[src/rtl/counter_mod.sv]
// ---------------------------------------------------------------------------
// counter_mod
//   Parametrised modulo up/down counter with prescaler, parallel load,
//   synchronous clear and registered wrap flags. The count always stays
//   within 0..MAX_VAL and wraps modulo MAX_VAL+1.
//
// Parameters
//   WIDTH     counter width in bits (2..32)
//   MAX_VAL   terminal value, 1..2^WIDTH-1 (default 2^WIDTH-1)
//   PRESCALE  enabled clocks per count step (1..65535)
//
// Ports
//   clk        in   rising-edge clock
//   Reset      in   asynchronous active-low reset
//   EN         in   enable, advances prescaler and count
//   CLR        in   synchronous clear (highest synchronous priority)
//   LD         in   synchronous parallel load of min(LD_VAL, MAX_VAL)
//   LD_VAL     in   load value
//   UP         in   direction: 1 = increment, 0 = decrement
//   counter    out  current count (registered)
//   OV         out  one-cycle pulse on an up-wrap MAX_VAL -> 0
//   UF         out  one-cycle pulse on a down-wrap 0 -> MAX_VAL
//   OV_STICKY  out  latched OR of wrap events, cleared by reset/CLR
//   TC         out  terminal count for the current direction (combinational)
// ---------------------------------------------------------------------------
module counter_mod #(
    parameter int              WIDTH    = 8,
    parameter longint unsigned MAX_VAL  = (64'd1 << WIDTH) - 64'd1,
    parameter int              PRESCALE = 1
) (
    input  logic             clk,
    input  logic             Reset,
    input  logic             EN,
    input  logic             CLR,
    input  logic             LD,
    input  logic [WIDTH-1:0] LD_VAL,
    input  logic             UP,
    output logic [WIDTH-1:0] counter,
    output logic             OV,
    output logic             UF,
    output logic             OV_STICKY,
    output logic             TC
);

    // Prescaler is ceil(log2(PRESCALE)) bits, never narrower than one bit.
    localparam int              PW    = (PRESCALE > 1) ? $clog2(PRESCALE) : 1;
    localparam logic [PW-1:0]   PTERM = PW'(PRESCALE - 1);
    localparam logic [PW-1:0]   PONE  = PW'(1);
    localparam logic [WIDTH-1:0] MAXV = MAX_VAL[WIDTH-1:0];
    localparam logic [WIDTH-1:0] ONE  = WIDTH'(1);

    logic [WIDTH-1:0] r_count;
    logic [PW-1:0]    r_presc;
    logic             r_ov;
    logic             r_uf;
    logic             r_sticky;

    logic             w_step;
    logic             w_at_max;
    logic             w_at_zero;
    logic [WIDTH-1:0] w_ld_clamped;

    assign w_step       = (r_presc == PTERM);
    assign w_at_max     = (r_count == MAXV);
    assign w_at_zero    = (r_count == '0);
    // Loads above the terminal value saturate at MAX_VAL.
    assign w_ld_clamped = (LD_VAL > MAXV) ? MAXV : LD_VAL;

    always_ff @(posedge clk or negedge Reset) begin
        if (!Reset) begin
            r_count  <= '0;
            r_presc  <= '0;
            r_ov     <= 1'b0;
            r_uf     <= 1'b0;
            r_sticky <= 1'b0;
        end else if (CLR) begin
            r_count  <= '0;
            r_presc  <= '0;
            r_ov     <= 1'b0;
            r_uf     <= 1'b0;
            r_sticky <= 1'b0;
        end else if (LD) begin
            r_count  <= w_ld_clamped;
            r_presc  <= '0;
            r_ov     <= 1'b0;
            r_uf     <= 1'b0;
        end else if (EN) begin
            r_ov <= 1'b0;
            r_uf <= 1'b0;
            if (w_step) begin
                r_presc <= '0;
                // Wrap is detected by comparison before the +/-1, so the
                // adder never needs a carry bit even when MAX_VAL is all ones.
                if (UP) begin
                    if (w_at_max) begin
                        r_count  <= '0;
                        r_ov     <= 1'b1;
                        r_sticky <= 1'b1;
                    end else begin
                        r_count <= r_count + ONE;
                    end
                end else begin
                    if (w_at_zero) begin
                        r_count  <= MAXV;
                        r_uf     <= 1'b1;
                        r_sticky <= 1'b1;
                    end else begin
                        r_count <= r_count - ONE;
                    end
                end
            end else begin
                r_presc <= r_presc + PONE;
            end
        end else begin
            r_ov <= 1'b0;
            r_uf <= 1'b0;
        end
    end

    assign counter   = r_count;
    assign OV        = r_ov;
    assign UF        = r_uf;
    assign OV_STICKY = r_sticky;
    assign TC        = UP ? w_at_max : w_at_zero;

endmodule

[config.mk]
export PLATFORM = sky130hd
export DESIGN_NAME = counter_mod
export DESIGN_NICKNAME = d
export VERILOG_FILES = /design/src/rtl/counter_mod.sv
export SDC_FILE = /design/constraint.sdc
export NUM_CORES = 1
export LEC_CHECK = 0
export ABC_AREA = 1
export BUFFER_PORTS_ARGS = -buffer_cell sky130_fd_sc_hd__buf_2
export CAP_MARGIN = 40
export CORE_MARGIN = 2
export CORE_UTILIZATION = 52
export CTS_BUF_LIST = sky130_fd_sc_hd__clkbuf_8 sky130_fd_sc_hd__clkbuf_16
export CTS_CLUSTER_DIAMETER = 150
export DETAILED_ROUTE_END_ITERATION = 7
export PLACE_DENSITY = 0.78
export SLEW_MARGIN = 20
export SYNTH_ARGS = -nofsm -noshare
export SYNTH_HDL_FRONTEND = slang
export SYNTH_SLANG_ARGS = --single-unit
[constraint.sdc]
create_clock -name clk -period 1.8 [get_ports clk]
set_input_delay 0.36 -clock clk [delete_from_list [all_inputs] [get_ports clk]]
set_output_delay 0.36 -clock clk [all_outputs]
set_load 0.1 [all_outputs]
==> results.py <==
metrics = {
    "worst_setup_path": {
        "worstSetupPathType": "flop to output pin",
        "crit_path_start": "counter[1]$_DFFE_PN0P_",
        "cp_num_buf_inv": 2,
        "worstPathMaxFanout": 3,
        "r2r_end": "counter[4]$_DFFE_PN0P_",
        "crit_required_ns": 1.44,
        "worstPathCellList": "inv_4 -> ha_4 -> nand3_4 -> nor2_4 -> nand2_4 -> nand2_8 -> buf_12",
        "reg2reg_from": "counter[0]$_DFFE_PN0P_",
        "start_kind": "flop",
        "critPathMaxStageDelay_ns": 0.50,
        "critPathSlowestCell": "dfrtp_4",
        "worstRegToRegCells": 12,
        "cpLargestDelayFamily": "flip-flops",
        "cp-end-kind": "output pin",
        "ff2ff_setup_slack_ns": 0.09,
        "arrival_ns": 1.50,
    },
    "global_routing": {
        "grt_pass1_vias": 1079,
        "grt_pass1_wl_mm": 4.747,
        "overflow": 0,
        "grt_max_degree": 12,
        "grt_usage": 0.2456,
        "antenna_found_initial": 0,
    },
    "timing": {
        "max_freq_ghz": 0.5363,
        "finalCriticalPeriod_ns": 1.865,
        "clock-skew-final_ns": 0.001857,
        "layout_setup_ws_ns": -0.06479,
        "worst_slew_pin_slew_ns": 0.5429,
        "final_hold_viol_count": 0,
        "rsz0062_at_grt": "true",
        "finalMaxSlewViolations": 0,
        "finalCritPeriodShare": 1.036,
        "relSlewSlack": 0.6361,
        "setup_violations": 1,
    },
    "synth": {
        "synth_flop_cell": "dfrtp_1",
        "ys_ff_latch": 11,
        "synth_most_common_cell": "nand2_1",
        "synth.avg_cell_area_um2": 6.806,
        "synth_cells": 157,
        "synth_top_area_frac": 0.2576,
        "ys_types": 24,
        "synthTopCellsByArea": "dfrtp_1, nand2_1, nand3_1",
        "async_flop_share": 1.000,
        "synth_area_um2": 1069,
        "ys_warn_count": 0,
        "synth_edf_count": 0,
        "synth_common_cells": "nand2_1, nand3_1, dfrtp_1, inv_1, nor2_2",
        "ys_seq_area_frac": 0.2576,
        "synth_top_area_cell": "dfrtp_1",
        "syn_nets": 174,
    },
    "drt": {
        "wirelength_mm": 2.852,
        "drt_iter0_drc": 39,
        "ant_nets": 0,
        "via_per_inst": 5.230,
        "drc": 0,
        "vias": 1161,
        "detail_route.wl_per_cell_um": 12.85,
        "drtPass1Iterations": 4,
    },
    "clock_tree": {
        "htreeDepth": 1,
        "clkSinkCount": 11,
        "cts_inserted_buffers": 3,
        "clockBufferDepth": 2,
        "path_clk_slew_ns": 0.05,
        "cts_tree": "yes",
        "insertion_delay_ns": 0.23,
        "clockRootBuffer": "clkbuf_8",
    },
    "pwr": {
        "power_density_nw_per_um2": 728.6,
        "power_frac_clock": 0.227,
        "p_int_mw": 0.5816,
        "netSwitchingFraction": 0.4428,
        "power_frac_seq": 0.302,
        "total_power_mw": 1.044,
        "p_sw_mw": 0.4622,
        "vdd_drop_max_v": 0.0006036,
        "pwr-share-comb": 0.470,
        "p_leak_nw": 0.7424,
    },
    "placement": {
        "dp_slack_ns": 0.09110,
        "port_buffers": 25,
        "gp_congestion": 0.9206,
        "place_hpwl_mm": 1.891,
        "placed_cell_area_um2": 1262,
    },
    "final_layout": {
        "antennaDiodeCount": 0,
        "area_growth_pct": 34.07,
        "fin_util": 0.7378,
        "nFillCells": 155,
        "stdcell_area_um2": 1433,
        "drive_gt1_frac": 0.4308,
        "nets": 213,
    },
    "worst_hold_path": {
        "hold_end": "counter[1]$_DFFE_PN0P_",
        "min_delay_path_depth": 2,
        "worstHoldStart": "CLR",
        "hp-class": "primary input to flop",
    },
    "floorplan": {
        "die_h_um": 49.33,
        "placementRows": 16,
        "core_um2": 1942,
        "die_w_um": 49.33,
        "dieArea_um2": 2433,
        "io_pins": 26,
        "start_util": 0.5503,
    },
    "outcome": {
        "status": "complete, but fails checks",
        "violations": "setup timing",
    },
    "run": {
        "maxCapViolCount": 0,
    },
}
worst max-delay path by stage:
stage               endpoint  slack [ns]  depth (start not counted)
floorplan                 TC       0.002                          5
CTS                       TC       -0.02                          7
finish                    TC       -0.06                          7
global route              TC       -0.10                          7
detailed placement        TC        0.09                          7
global placement          TC        0.12                          7
power groups by stage:
| stage | clock, mW | combinational [mW] | sequential, mW |
|---|---|---|---|
| after floorplan | 0 | 0.245 | 0.422 |
| after global placement | 0 | 0.421 | 0.320 |
| after detailed placement | 0 | 0.425 | 0.322 |
| after CTS | 0.243 | 0.464 | 0.315 |
| after global routing | 0.252 | 0.528 | 0.319 |
| final | 0.237 | 0.491 | 0.315 |
registers in the layout, indices dropped and copies added (netlist names):
register / count
counter: 8
OV: 1
OV_STICKY: 1
UF: 1
cells by family (layout without fill, tap and decap cells):
| group | count (synthesis) | after routing | share of synthesized area |
|---|---|---|---|
| adder cells (fa/ha/maj) | 3 | 3 | 0.03513 |
| buffers and inverters | 19 | 57 | 0.09836 |
| XOR/XNOR | 2 | 2 | 0.01640 |
| AO/OA/AOI/OAI | 13 | 13 | 0.06792 |
| flip-flops | 11 | 11 | 0.2576 |
| AND/OR/NAND/NOR | 109 | 109 | 0.5246 |
repair_timing:
action | CTS | global route
pin swaps | 3 | 1
hold buffers | 1 | 0
cloned | 0 | 0
hold endpoints to repair | 11 | 0
endpoints found under the setup margin | 1 | 1
gates resized for setup | 5 | 2
setup buffers | 8 | 3
layout by cell type (no fill, tap or decap), types with 4 or more instances in the layout:
cell type   n
buf_2      24
buf_4      14
dfrtp_2     5
inv_1       7
inv_2       5
nand2_1    59
nand3_1    19
nor2_1      6
nor2_2      7
nor2_4      5
o21ai_0     4
o21ai_1     4
metal layers:
| metal | routed length [um] | share of wire | track usage |
|---|---|---|---|
| met5 | 0 | 0 | 0 |
| met1 | 1206 | 0.42 | 0.3191 |
| met4 | 76 | 0.027 | 0.07619 |
| met3 | 115 | 0.040 | 0.01534 |
| met2 | 1454 | 0.51 | 0.4324 |
metrics by stage:
stage	hold WS (ns)	setup TNS [ns]	instances
after floorplan	0.06441	0	157
after global placement	0.2371	0	206
after detailed placement	0.2420	0	206
after CTS	0.3641	-0.01737	219
after global routing	0.3821	-0.1024	222
final	0.3721	-0.06479	222
final cells by class:
cell class	instances	area [um2]	area share
multi-input cells	127	752.0	0.5249
flip-flops and latches	11	292.8	0.2044
repair buffers	40	255.2	0.1782
inverters	13	53.80	0.03755
clock buffers	3	41.29	0.02882
well taps	27	33.78	0.02358
clock inverters	1	3.754	0.002620
(Power assumes the default switching activity.)
